File: src/rtl/tim_pkg.sv
// Shared types and default widths for the timer time-base slice.
package tim_pkg;

  typedef enum logic [1:0] {
    EDGE    = 2'b00,
    CENTER1 = 2'b01,
    CENTER2 = 2'b10,
    CENTER3 = 2'b11
  } cms_e;

  localparam int unsigned DEF_CNT_WIDTH = 32;
  localparam int unsigned DEF_PSC_WIDTH = 16;
  localparam int unsigned DEF_RCR_WIDTH = 8;

endpackage

File: src/rtl/tim_prescaler.sv
// Prescaler: divides the enabled clock by psc_sh+1 and emits a one-cycle tick.
module tim_prescaler
  import tim_pkg::*;
#(
  parameter int unsigned PSC_WIDTH = DEF_PSC_WIDTH
) (
  input  logic                 clk_i,
  input  logic                 aresetn_i,
  input  logic                 en,
  input  logic                 load,
  input  logic [PSC_WIDTH-1:0] psc,
  output logic                 tick
);

  logic [PSC_WIDTH-1:0] pc;
  logic [PSC_WIDTH-1:0] psc_sh;

  assign tick = en & (pc == psc_sh);

  // An update event restarts the division with the freshly loaded ratio.
  always_ff @(posedge clk_i or negedge aresetn_i) begin
    if (!aresetn_i) begin
      pc     <= '0;
      psc_sh <= '0;
    end else if (load) begin
      pc     <= '0;
      psc_sh <= psc;
    end else if (en) begin
      pc <= tick ? '0 : pc + PSC_WIDTH'(1);
    end
  end

endmodule

File: src/rtl/tim_time_base.sv
// Timer time base: prescaled up/down/center counter with repetition counter and update events.
module tim_time_base
  import tim_pkg::*;
#(
  parameter int unsigned CNT_WIDTH = DEF_CNT_WIDTH,
  parameter int unsigned PSC_WIDTH = DEF_PSC_WIDTH,
  parameter int unsigned RCR_WIDTH = DEF_RCR_WIDTH
) (
  input  logic                 clk_i,
  input  logic                 aresetn_i,
  input  logic                 cen_i,
  input  logic                 udis_i,
  input  logic                 urs_i,
  input  logic                 opm_i,
  input  logic                 arpe_i,
  input  logic                 dir_cfg_i,
  input  logic [1:0]           cms_i,
  input  logic [PSC_WIDTH-1:0] psc_i,
  input  logic [CNT_WIDTH-1:0] arr_i,
  input  logic [RCR_WIDTH-1:0] rcr_i,
  input  logic                 ug_i,
  input  logic                 cnt_wr_i,
  input  logic [CNT_WIDTH-1:0] cnt_wdata_i,
  output logic [CNT_WIDTH-1:0] cnt_o,
  output logic                 dir_o,
  output logic                 uev_o,
  output logic                 uif_set_o,
  output logic                 cen_clr_o
);

  cms_e                 cms;
  logic                 edge_mode;
  logic                 en;
  logic                 tick;
  logic                 flow;
  logic                 cuev;
  logic                 uev_d;
  logic                 uif_d;
  logic                 clr_d;
  logic                 halt_d;
  logic                 opm_halt;
  logic [CNT_WIDTH-1:0] cnt_q;
  logic [CNT_WIDTH-1:0] cnt_d;
  logic [CNT_WIDTH-1:0] arr_sh;
  logic                 dir_q;
  logic                 dir_d;
  logic [RCR_WIDTH-1:0] rep_q;
  logic [RCR_WIDTH-1:0] rep_d;
  logic                 uev_q;
  logic                 uif_q;
  logic                 clr_q;

  assign cms       = cms_e'(cms_i);
  assign edge_mode = (cms == EDGE);
  assign en        = cen_i & ~opm_halt;

  tim_prescaler #(
    .PSC_WIDTH(PSC_WIDTH)
  ) u_prescaler (
    .clk_i    (clk_i),
    .aresetn_i(aresetn_i),
    .en       (en),
    .load     (uev_d),
    .psc      (psc_i),
    .tick     (tick)
  );

  always_comb begin
    cnt_d = cnt_q;
    dir_d = edge_mode ? dir_cfg_i : dir_q;
    flow  = 1'b0;
    if (ug_i) begin
      cnt_d = (edge_mode && dir_cfg_i) ? arr_i : '0;
      if (!edge_mode) dir_d = 1'b0;
    end else if (cnt_wr_i) begin
      cnt_d = cnt_wdata_i;
    end else if (tick) begin
      if (arr_sh == '0) begin
        cnt_d = '0;
        flow  = 1'b1;
      end else if (edge_mode && !dir_cfg_i) begin
        if (cnt_q >= arr_sh) begin
          cnt_d = '0;
          flow  = 1'b1;
        end else begin
          cnt_d = cnt_q + CNT_WIDTH'(1);
        end
      end else if (edge_mode) begin
        if (cnt_q == '0) begin
          cnt_d = arr_sh;
          flow  = 1'b1;
        end else begin
          cnt_d = cnt_q - CNT_WIDTH'(1);
        end
      end else if (!dir_q) begin
        // Center mode turns around at arr_sh on the way up and at 0 on the way down.
        if (cnt_q >= arr_sh - CNT_WIDTH'(1)) begin
          cnt_d = arr_sh;
          flow  = 1'b1;
          dir_d = 1'b1;
        end else begin
          cnt_d = cnt_q + CNT_WIDTH'(1);
        end
      end else begin
        if (cnt_q <= CNT_WIDTH'(1)) begin
          cnt_d = '0;
          flow  = 1'b1;
          dir_d = 1'b0;
        end else begin
          cnt_d = cnt_q - CNT_WIDTH'(1);
        end
      end
    end
  end

  always_comb begin
    cuev  = flow & (rep_q == '0);
    uev_d = (cuev & ~udis_i) | ug_i;
    uif_d = uev_d & ~(ug_i & urs_i);
    clr_d = cuev & opm_i;

    rep_d = rep_q;
    if (uev_d || cuev) rep_d = rcr_i;
    else if (flow)     rep_d = rep_q - RCR_WIDTH'(1);

    halt_d = opm_halt;
    if (!cen_i)     halt_d = 1'b0;
    else if (clr_d) halt_d = 1'b1;
  end

  always_ff @(posedge clk_i or negedge aresetn_i) begin
    if (!aresetn_i) begin
      cnt_q    <= '0;
      dir_q    <= 1'b0;
      rep_q    <= '0;
      arr_sh   <= '1;
      opm_halt <= 1'b0;
      uev_q    <= 1'b0;
      uif_q    <= 1'b0;
      clr_q    <= 1'b0;
    end else begin
      cnt_q    <= cnt_d;
      dir_q    <= dir_d;
      rep_q    <= rep_d;
      opm_halt <= halt_d;
      uev_q    <= uev_d;
      uif_q    <= uif_d;
      clr_q    <= clr_d;
      if (!arpe_i || uev_d) arr_sh <= arr_i;
    end
  end

  assign cnt_o     = cnt_q;
  assign dir_o     = dir_q;
  assign uev_o     = uev_q;
  assign uif_set_o = uif_q;
  assign cen_clr_o = clr_q;

endmodule

File: config.mk
export PLATFORM = sky130hd
export DESIGN_NAME = tim_time_base
export DESIGN_NICKNAME = d
export VERILOG_FILES = /design/src/rtl/tim_pkg.sv /design/src/rtl/tim_prescaler.sv /design/src/rtl/tim_time_base.sv
export SDC_FILE = /design/constraint.sdc
export NUM_CORES = 1
export LEC_CHECK = 0
export BUFFER_PORTS_ARGS = -buffer_cell sky130_fd_sc_hd__buf_2
export CAP_MARGIN = 10
export CORE_ASPECT_RATIO = 1.5
export CORE_MARGIN = 2
export CORE_UTILIZATION = 50
export DETAILED_ROUTE_END_ITERATION = 6
export PLACE_DENSITY = 0.71
export SLEW_MARGIN = 10
export SYNTH_ARGS = -nofsm -noshare
export SYNTH_HDL_FRONTEND = slang
export SYNTH_HIERARCHICAL = 1
export SYNTH_SLANG_ARGS = --single-unit
File: constraint.sdc
create_clock -name clk_i -period 6.6 [get_ports clk_i]
set_input_delay 1.32 -clock clk_i [delete_from_list [all_inputs] [get_ports clk_i]]
set_output_delay 1.32 -clock clk_i [all_outputs]
set_load 0.02 [all_outputs]
==> flow_metrics.env, run 1 <==
export IMPL_arrival_ns=6.21
export IMPL_htree_num_levels=3
export IMPL_fin_area_sq_um=11200
export IMPL_io_pins=136
export IMPL_avgSynthCellArea_sq_um=8.30
export IMPL_worstSetupPathType="flip-flop to flip-flop"
export IMPL_port_buffers=135
export IMPL_grt_first_pass_wirelength_microns=53900
export IMPL_grt_overflow=0
export IMPL_post_route_period_util_pct=89.4
export IMPL_yosysTopAreaCellShare_pct=19.2
export IMPL_worst_pin_slew_ns=1.04
export IMPL_synth_top_family_by_area="simple AND/OR/NAND/NOR gates"
export IMPL_setup_violations=0
export IMPL_clock_latency_ns=0.38
export IMPL_antenna_found_initial=0
export IMPL_switching_share_pct=39.0
export IMPL_drt_iter0_markers=822
export IMPL_async_reset_ff_share_pct=100
export IMPL_status="complete, no violations"
export IMPL_synth_top_cell_by_area="dfrtp_1"
export IMPL_fin_worst_skew_ns=0.0160
export IMPL_core_area_sq_um=19700
export IMPL_hold_class="flip-flop to flip-flop"
export IMPL_grt_start_max_net_pins=67
export IMPL_whs_ns=0.496
export IMPL_synth_warnings=6
export IMPL_slowest_stage="nor4_2"
export IMPL_dpl_hpwl_microns=25700
export IMPL_n_antenna_cell=0
export IMPL_rrSetupSlack_ns=0.70
export IMPL_startpoint_type="flip-flop"
export IMPL_cts_root_buffer="clkbuf_16"
export IMPL_max_slew_margin_rel_pct=30.5
export IMPL_power_density_nw_per_um2=196
export IMPL_reg2regPathDepth=18
export IMPL_min_from="opm_halt$_DFFE_PN0P_"
export IMPL_synthCells=1209
export IMPL_std_cell_rows=63
export IMPL_vias=10200
export IMPL_ys_types=80
export IMPL_grt_usage_pct=32.8
export IMPL_synth_ff_type="dfrtp_1"
export IMPL_first_global_vias=9867
export IMPL_synth_xor_area_share_pct=8.46
export IMPL_drive_gt1_share_pct=21.4
export IMPL_syn_to_final_growth_pct=11.6
export IMPL_fin_nets=1472
export IMPL_synth_top_cells_by_area="dfrtp_1 (19%), ha_1 (8.8%), dfstp_2 (8.4%), xnor2_1 (5.8%), nand2_1 (5.0%)"
export IMPL_post_cts_setup_buffers=0
export IMPL_n_fill_cell=1894
export IMPL_worstSetupEndpointType="flip-flop"
export IMPL_hold_depth=1
export IMPL_synth_area_mux_share_pct=6.83
export IMPL_yosysSeqAreaShare_pct=27.6
export IMPL_routed_via_density=6.50
export IMPL_worst_path_largest_cell_delay_ns=0.47
export IMPL_max_vdd_ir_drop_v=0.000129
export IMPL_wirelength_microns=35100
export IMPL_switching_power_uw=857
export IMPL_cts_buffers=9
export IMPL_route_detailed_drc=0
export IMPL_synth_adder_area_share_pct=8.85
export IMPL_drtPass1Iterations=7
export IMPL_gp_routability_congestion=1.01
export IMPL_fmax_ghz=0.170
export IMPL_cts_resized=0
export IMPL_ant_nets=0
export IMPL_min_to="opm_halt$_DFFE_PN0P_"
export IMPL_die_w_microns=120
export IMPL_drv_cap=0
export IMPL_start_util_pct=50.9
export IMPL_hold_viol=0
export IMPL_wire_per_inst_microns=22.4
export IMPL_p_clk_share_pct=27.6
export IMPL_p_int_uw=1340
export IMPL_dpl_cell_area_sq_um=10900
export IMPL_synth_enable_flop_cells=0
export IMPL_synthesis_area_sq_um=10000
export IMPL_clockBufferDepth=2
export IMPL_r2r_end="arr_sh[2]$_DFFE_PN1P_"
export IMPL_path_clk_slew_ns=0.09
export IMPL_synth_compound_area_share_pct=21.2
export IMPL_seqPwrFrac_pct=39.8
export IMPL_reg2reg_from="arr_sh[3]$_DFFE_PN1P_"
export IMPL_power_leakage_uw=0.00482
export IMPL_min_period_ns=5.90
export IMPL_finalSetupTns_ns=0
export IMPL_cp_required_ns=6.91
export IMPL_cts_tree="built"
export IMPL_dieHeight_microns=178
export IMPL_yosys_area_share_simple_pct=21.4
export IMPL_synth_seq_cells=109
export IMPL_slew_violations=0
export IMPL_synthesis_nets=1380
export IMPL_crit_fanout=17
export IMPL_path_cells="nor3_1 -> nand2_1 -> nor4_2 -> nand4_1 -> nand2b_1 -> nor4_1 -> xnor2_1 -> ha_1 -> a21oi_1 -> nand2_1 -> a221oi_1 -> a21oi_1 -> nor3_4 -> buf_4 -> nand4_2 -> a311oi_4 -> buf_4 -> mux2_2"
export IMPL_p_comb_share_pct=32.6
export IMPL_ctsHoldBuffers=0
export IMPL_numClockSinks=109
export IMPL_rsz0062_at_grt="false"
export IMPL_die_area_sq_um=21200
-- per-stage QoR --
stage                     utilization [%]  worst slack (ns)  total power (uW)  instances
after floorplan                         -              1.51              1330       1209
after global placement               55.2             0.792              1570       1550
after detailed placement             55.2             0.629              1580       1550
after CTS                            56.8             0.600              2190       1566
after global routing                 56.9             0.150              2300       1566
final                                56.9             0.701              2200       1566
-- state kept, by name (all words and copies together), names as in the netlist --
name	cells
arr_sh	32
cnt_o	32
u_prescaler/pc	16
u_prescaler/psc_sh	16
rep_q	8
cen_clr_o	1
dir_o	1
opm_halt	1
uev_o	1
uif_set_o	1
-- critical path: cells and delay by family (launching register included) --
kind,cells,cell delay (ns)
AO/OA/AOI/OAI,4,1.09
adder cells (fa/ha/maj),1,0.28
multiplexers,1,0.38
XOR/XNOR,1,0.16
AND/OR/NAND/NOR,9,2.79
buffers and inverters,2,0.69
flip-flops,1,0.40
-- per-layer routing --
| metal | vias up | GRT usage, % | wire (microns) |
|---|---|---|---|
| met5 | - | 0 | 0 |
| met4 | 0 | 18.2 | 2010 |
| met3 | 128 | 5.14 | 2440 |
| met2 | 489 | 55.9 | 17000 |
| met1 | 4934 | 39.4 | 13700 |
| li1 | 4631 | - | - |
-- cells in the mapped netlist (6+ instances only) --
master	n
o31ai_1	12
dfstp_2	32
and4_1	12
nor4_1	22
or3_1	15
mux2_4	30
nand3_1	38
nor3_1	31
a22oi_1	11
a211oi_1	6
buf_2	7
xnor2_1	67
nor2_1	98
a31oi_1	12
o221ai_1	13
clkbuf_1	56
buf_1	8
ha_1	71
inv_1	64
or4_1	7
a221oi_1	25
o22ai_1	7
nand4_1	28
a21oi_1	83
xor2_1	30
nand2_1	134
and3_1	16
o21ai_0	39
dfrtp_1	77
mux2_2	20
a221o_1	6
o211ai_1	27
-- area by class of cell --
type	count	area (sq um)	share of cell area [%]
tap	260	325	2.90
multi-input combinational	960	6720	59.9
sequential	109	2770	24.7
timing repair buffer	156	836	7.46
clock inverter	7	91.3	0.815
clock buffer	9	225	2.01
inverter	65	244	2.18
-- power groups by stage --
stage / Combinational, uW / Sequential (uW) / Clock [uW]
after detailed placement: 702 / 882 / 0
after CTS: 706 / 871 / 610
after floorplan: 491 / 834 / 0
final: 716 / 876 / 606
after global routing: 784 / 886 / 633
after global placement: 692 / 882 / 0
-- kinds of logic (layout without fill, tap and decap cells) --
kind of cell,after synthesis,count (layout)
AO/OA/AOI/OAI,305,305
flip-flops,109,109
AND/OR/NAND/NOR,436,436
XOR/XNOR,97,97
buffers and inverters,140,237
adder cells (fa/ha/maj),71,71
multiplexers,51,51
-- placed cells by master, fill, tap and decap left out, types with 7 or more instances in the layout --
| cell | n |
|---|---|
| a221oi_1 | 25 |
| o21ai_0 | 39 |
| mux2_2 | 20 |
| buf_4 | 22 |
| mux2_4 | 30 |
| or4_1 | 7 |
| inv_1 | 64 |
| o22ai_1 | 7 |
| clkbuf_16 | 9 |
| xnor2_1 | 67 |
| nand4_1 | 28 |
| a22oi_1 | 11 |
| buf_2 | 134 |
| and4_1 | 12 |
| o211ai_1 | 27 |
| or3_1 | 15 |
| nand2_1 | 134 |
| a21oi_1 | 83 |
| a31oi_1 | 12 |
| o31ai_1 | 12 |
| nor2_1 | 98 |
| nor4_1 | 21 |
| dfrtp_1 | 77 |
| nor3_1 | 30 |
| nand3_1 | 38 |
| xor2_1 | 30 |
| ha_1 | 71 |
| and3_1 | 16 |
| dfstp_2 | 32 |
| o221ai_1 | 13 |
-- worst max path at each step --
stage                                 from                             to  slack [ns]  cells after the start
global route         arr_sh[7]$_DFFE_PN1P_          arr_sh[2]$_DFFE_PN1P_        0.15                     18
global placement     arr_sh[4]$_DFFE_PN1P_  u_prescaler/pc[9]$_DFFE_PN0P_        0.79                     22
floorplan           arr_sh[10]$_DFFE_PN1P_  u_prescaler/pc[8]$_DFFE_PN0P_        1.51                     22
detailed placement   arr_sh[4]$_DFFE_PN1P_  u_prescaler/pc[9]$_DFFE_PN0P_        0.63                     22
finish               arr_sh[3]$_DFFE_PN1P_          arr_sh[2]$_DFFE_PN1P_        0.70                     18
CTS                  arr_sh[3]$_DFFE_PN1P_  u_prescaler/pc[9]$_DFFE_PN0P_        0.60                     22
No activity file was read; power rests on OpenSTA's default activity.
==> inputs of run 2 (changes only) <==
--- a/config.mk
+++ b/config.mk
@@ -9,9 +9,9 @@
 export CAP_MARGIN = 10
 export CORE_ASPECT_RATIO = 1.5
 export CORE_MARGIN = 2
-export CORE_UTILIZATION = 50
+export CORE_UTILIZATION = 44
+export CTS_BUF_LIST = sky130_fd_sc_hd__clkbuf_4
 export DETAILED_ROUTE_END_ITERATION = 6
-export PLACE_DENSITY = 0.71
 export SLEW_MARGIN = 10
 export SYNTH_ARGS = -nofsm -noshare
 export SYNTH_HDL_FRONTEND = slang
==> flow_metrics.env, run 2 (synthesized netlist as in run 1, its figures left out) <==
export IMPL_finalSetupTns_ns=0
export IMPL_dieHeight_microns=189
export IMPL_max_slew_margin_rel_pct=30.2
export IMPL_drt_iter0_markers=851
export IMPL_multi_input_area_sq_um=6720
export IMPL_status="complete, but fails checks"
export IMPL_arrival_ns=6.42
export IMPL_worst_pin_slew_ns=1.04
export IMPL_use_met2_pct=50.9
export IMPL_numClockSinks=109
export IMPL_die_area_sq_um=24100
export IMPL_regArea_sq_um=2770
export IMPL_busiest_layer="met2"
export IMPL_startpoint="arr_sh[4]$_DFFE_PN1P_"
export IMPL_violations="design-rule violations"
export IMPL_vias=10100
export IMPL_dpl_hpwl_microns=27000
export IMPL_fin_worst_skew_ns=0.0359
export IMPL_clockBufferDepth=2
export IMPL_p_int_uw=1120
export IMPL_min_period_ns=5.91
export IMPL_die_w_microns=127
export IMPL_startpoint_type="flip-flop"
export IMPL_cts_resized=0
export IMPL_grt_first_pass_wirelength_microns=56800
export IMPL_route_detailed_drc=3
export IMPL_htree_num_levels=3
export IMPL_slew_violations=0
export IMPL_wirelength_microns=36600
export IMPL_min_from="opm_halt$_DFFE_PN0P_"
export IMPL_io_pins=136
export IMPL_cts_tree="built"
export IMPL_wire_per_inst_microns=23.1
export IMPL_seqPwrFrac_pct=44.6
export IMPL_switching_share_pct=42.7
export IMPL_routed_via_density=6.35
export IMPL_path_clk_slew_ns=0.21
export IMPL_grtUsageMet1_pct=38.2
export IMPL_syn_to_final_growth_pct=10.3
export IMPL_ctsHoldBuffers=0
export IMPL_worstSetupPathType="flip-flop to flip-flop"
export IMPL_post_cts_setup_buffers=0
export IMPL_cp_required_ns=7.11
export IMPL_std_cell_rows=67
export IMPL_reg2reg_from="arr_sh[4]$_DFFE_PN1P_"
export IMPL_post_route_period_util_pct=89.6
export IMPL_drive_gt1_share_pct=21.5
export IMPL_max_vdd_ir_drop_v=0.0000824
export IMPL_grt_usage_pct=30.7
export IMPL_drtPass1Iterations=7
export IMPL_port_buffers=135
export IMPL_clock_latency_ns=0.57
export IMPL_first_global_vias=9984
export IMPL_grt_start_max_net_pins=62
export IMPL_final_cells=1587
export IMPL_cts_buffers=9
export IMPL_hold_viol=0
export IMPL_hold_class="flip-flop to flip-flop"
export IMPL_most_common_layout_cells="nand2_1 (134), buf_2 (134), nor2_1 (98), a21oi_1 (83), dfrtp_1 (77)"
export IMPL_antenna_found_initial=2
export IMPL_power_uw=1960
export IMPL_p_comb_share_pct=36.6
export IMPL_fin_util_pct=49.4
export IMPL_gp_routability_congestion=0.973
export IMPL_worstSetupEndpointType="flip-flop"
export IMPL_rsz0062_at_grt="false"
export IMPL_cts_root_buffer="clkbuf_4"
export IMPL_ant_nets=0
export IMPL_core_area_sq_um=22400
export IMPL_grt_util_met3_pct=4.24
export IMPL_setup_violations=0
export IMPL_drv_cap=0
export IMPL_power_leakage_uw=0.00476
export IMPL_p_clk_share_pct=18.8
export IMPL_fin_nets=1473
export IMPL_fmax_ghz=0.169
export IMPL_n_fill_cell=2241
export IMPL_grt_overflow=0
export IMPL_crit_fanout=32
export IMPL_power_density_nw_per_um2=177
export IMPL_dpl_cell_count=1567
export IMPL_start_util_pct=44.8
export IMPL_switching_power_uw=838
==> run 2: stage by stage <==
step | cell area, sq um | hold slack, ns | worst slack (ns)
6_report | 11100 | 0.524 | 0.689
5_1_grt | 11100 | 0.554 | 0.203
4_1_cts | 11100 | 0.526 | 0.764
3_5_place_dp | 10900 | 0.484 | 0.816
3_3_place_gp | 10900 | 0.474 | 0.912
2_1_floorplan | 10000 | 0.464 | 1.51
==> run 2: area by class of cell <==
type | count | area share, %
clock inverters | 6 | 0.486
clock buffers | 10 | 0.678
flip-flops and latches | 109 | 25.0
inverters | 65 | 2.20
diodes | 4 | 0.0904
well taps | 276 | 3.12
multi-input cells | 960 | 60.7
repair buffers | 157 | 7.73
==> run 2: worst max-delay path, cell delays in order (launching register included) <==
cell      delay (ns)
dfstp_2         0.43
nor3_1          0.48
and4_1          0.45
nand2_1         0.16
nor4_1          0.48
nand2_1         0.18
nor4_1          0.27
xnor2_1         0.16
ha_1            0.27
a21oi_1         0.14
o21ai_0         0.09
a221oi_1        0.46
a21oi_1         0.23
nor3_4          0.28
buf_4           0.32
nand4_2         0.36
a311oi_4        0.36
buf_12          0.32
mux2_2          0.37
==> run 2: power groups by stage <==
| stage | combinational, uW | sequential (uW) | clock (uW) |
|---|---|---|---|
| finish | 719 | 876 | 368 |
| global route | 791 | 888 | 405 |
| CTS | 714 | 873 | 380 |
| detailed placement | 711 | 884 | 0 |
| global placement | 705 | 884 | 0 |
| floorplan | 491 | 834 | 0 |
==> run 2: final timing paths <==
path	slack (ns)	endpoint	cells past startpoint
setup / recovery	0.69	arr_sh[2]$_DFFE_PN1P_	18
hold / removal	0.52	opm_halt$_DFFE_PN0P_	1
setup reg to reg	0.69	arr_sh[2]$_DFFE_PN1P_	18
hold reg to reg	0.52	opm_halt$_DFFE_PN0P_	1
max in group asynchronous	4.64	rep_q[6]$_DFFE_PN0P_	2
min in group asynchronous	0.82	cnt_o[23]$_DFFE_PN0P_	1
==> run 2: per-layer routing <==
layer / wire, microns / part of all wire [%]
met1: 14600 / 40
met2: 17500 / 48
met3: 2430 / 6.6
met4: 2100 / 5.7
met5: 0 / 0
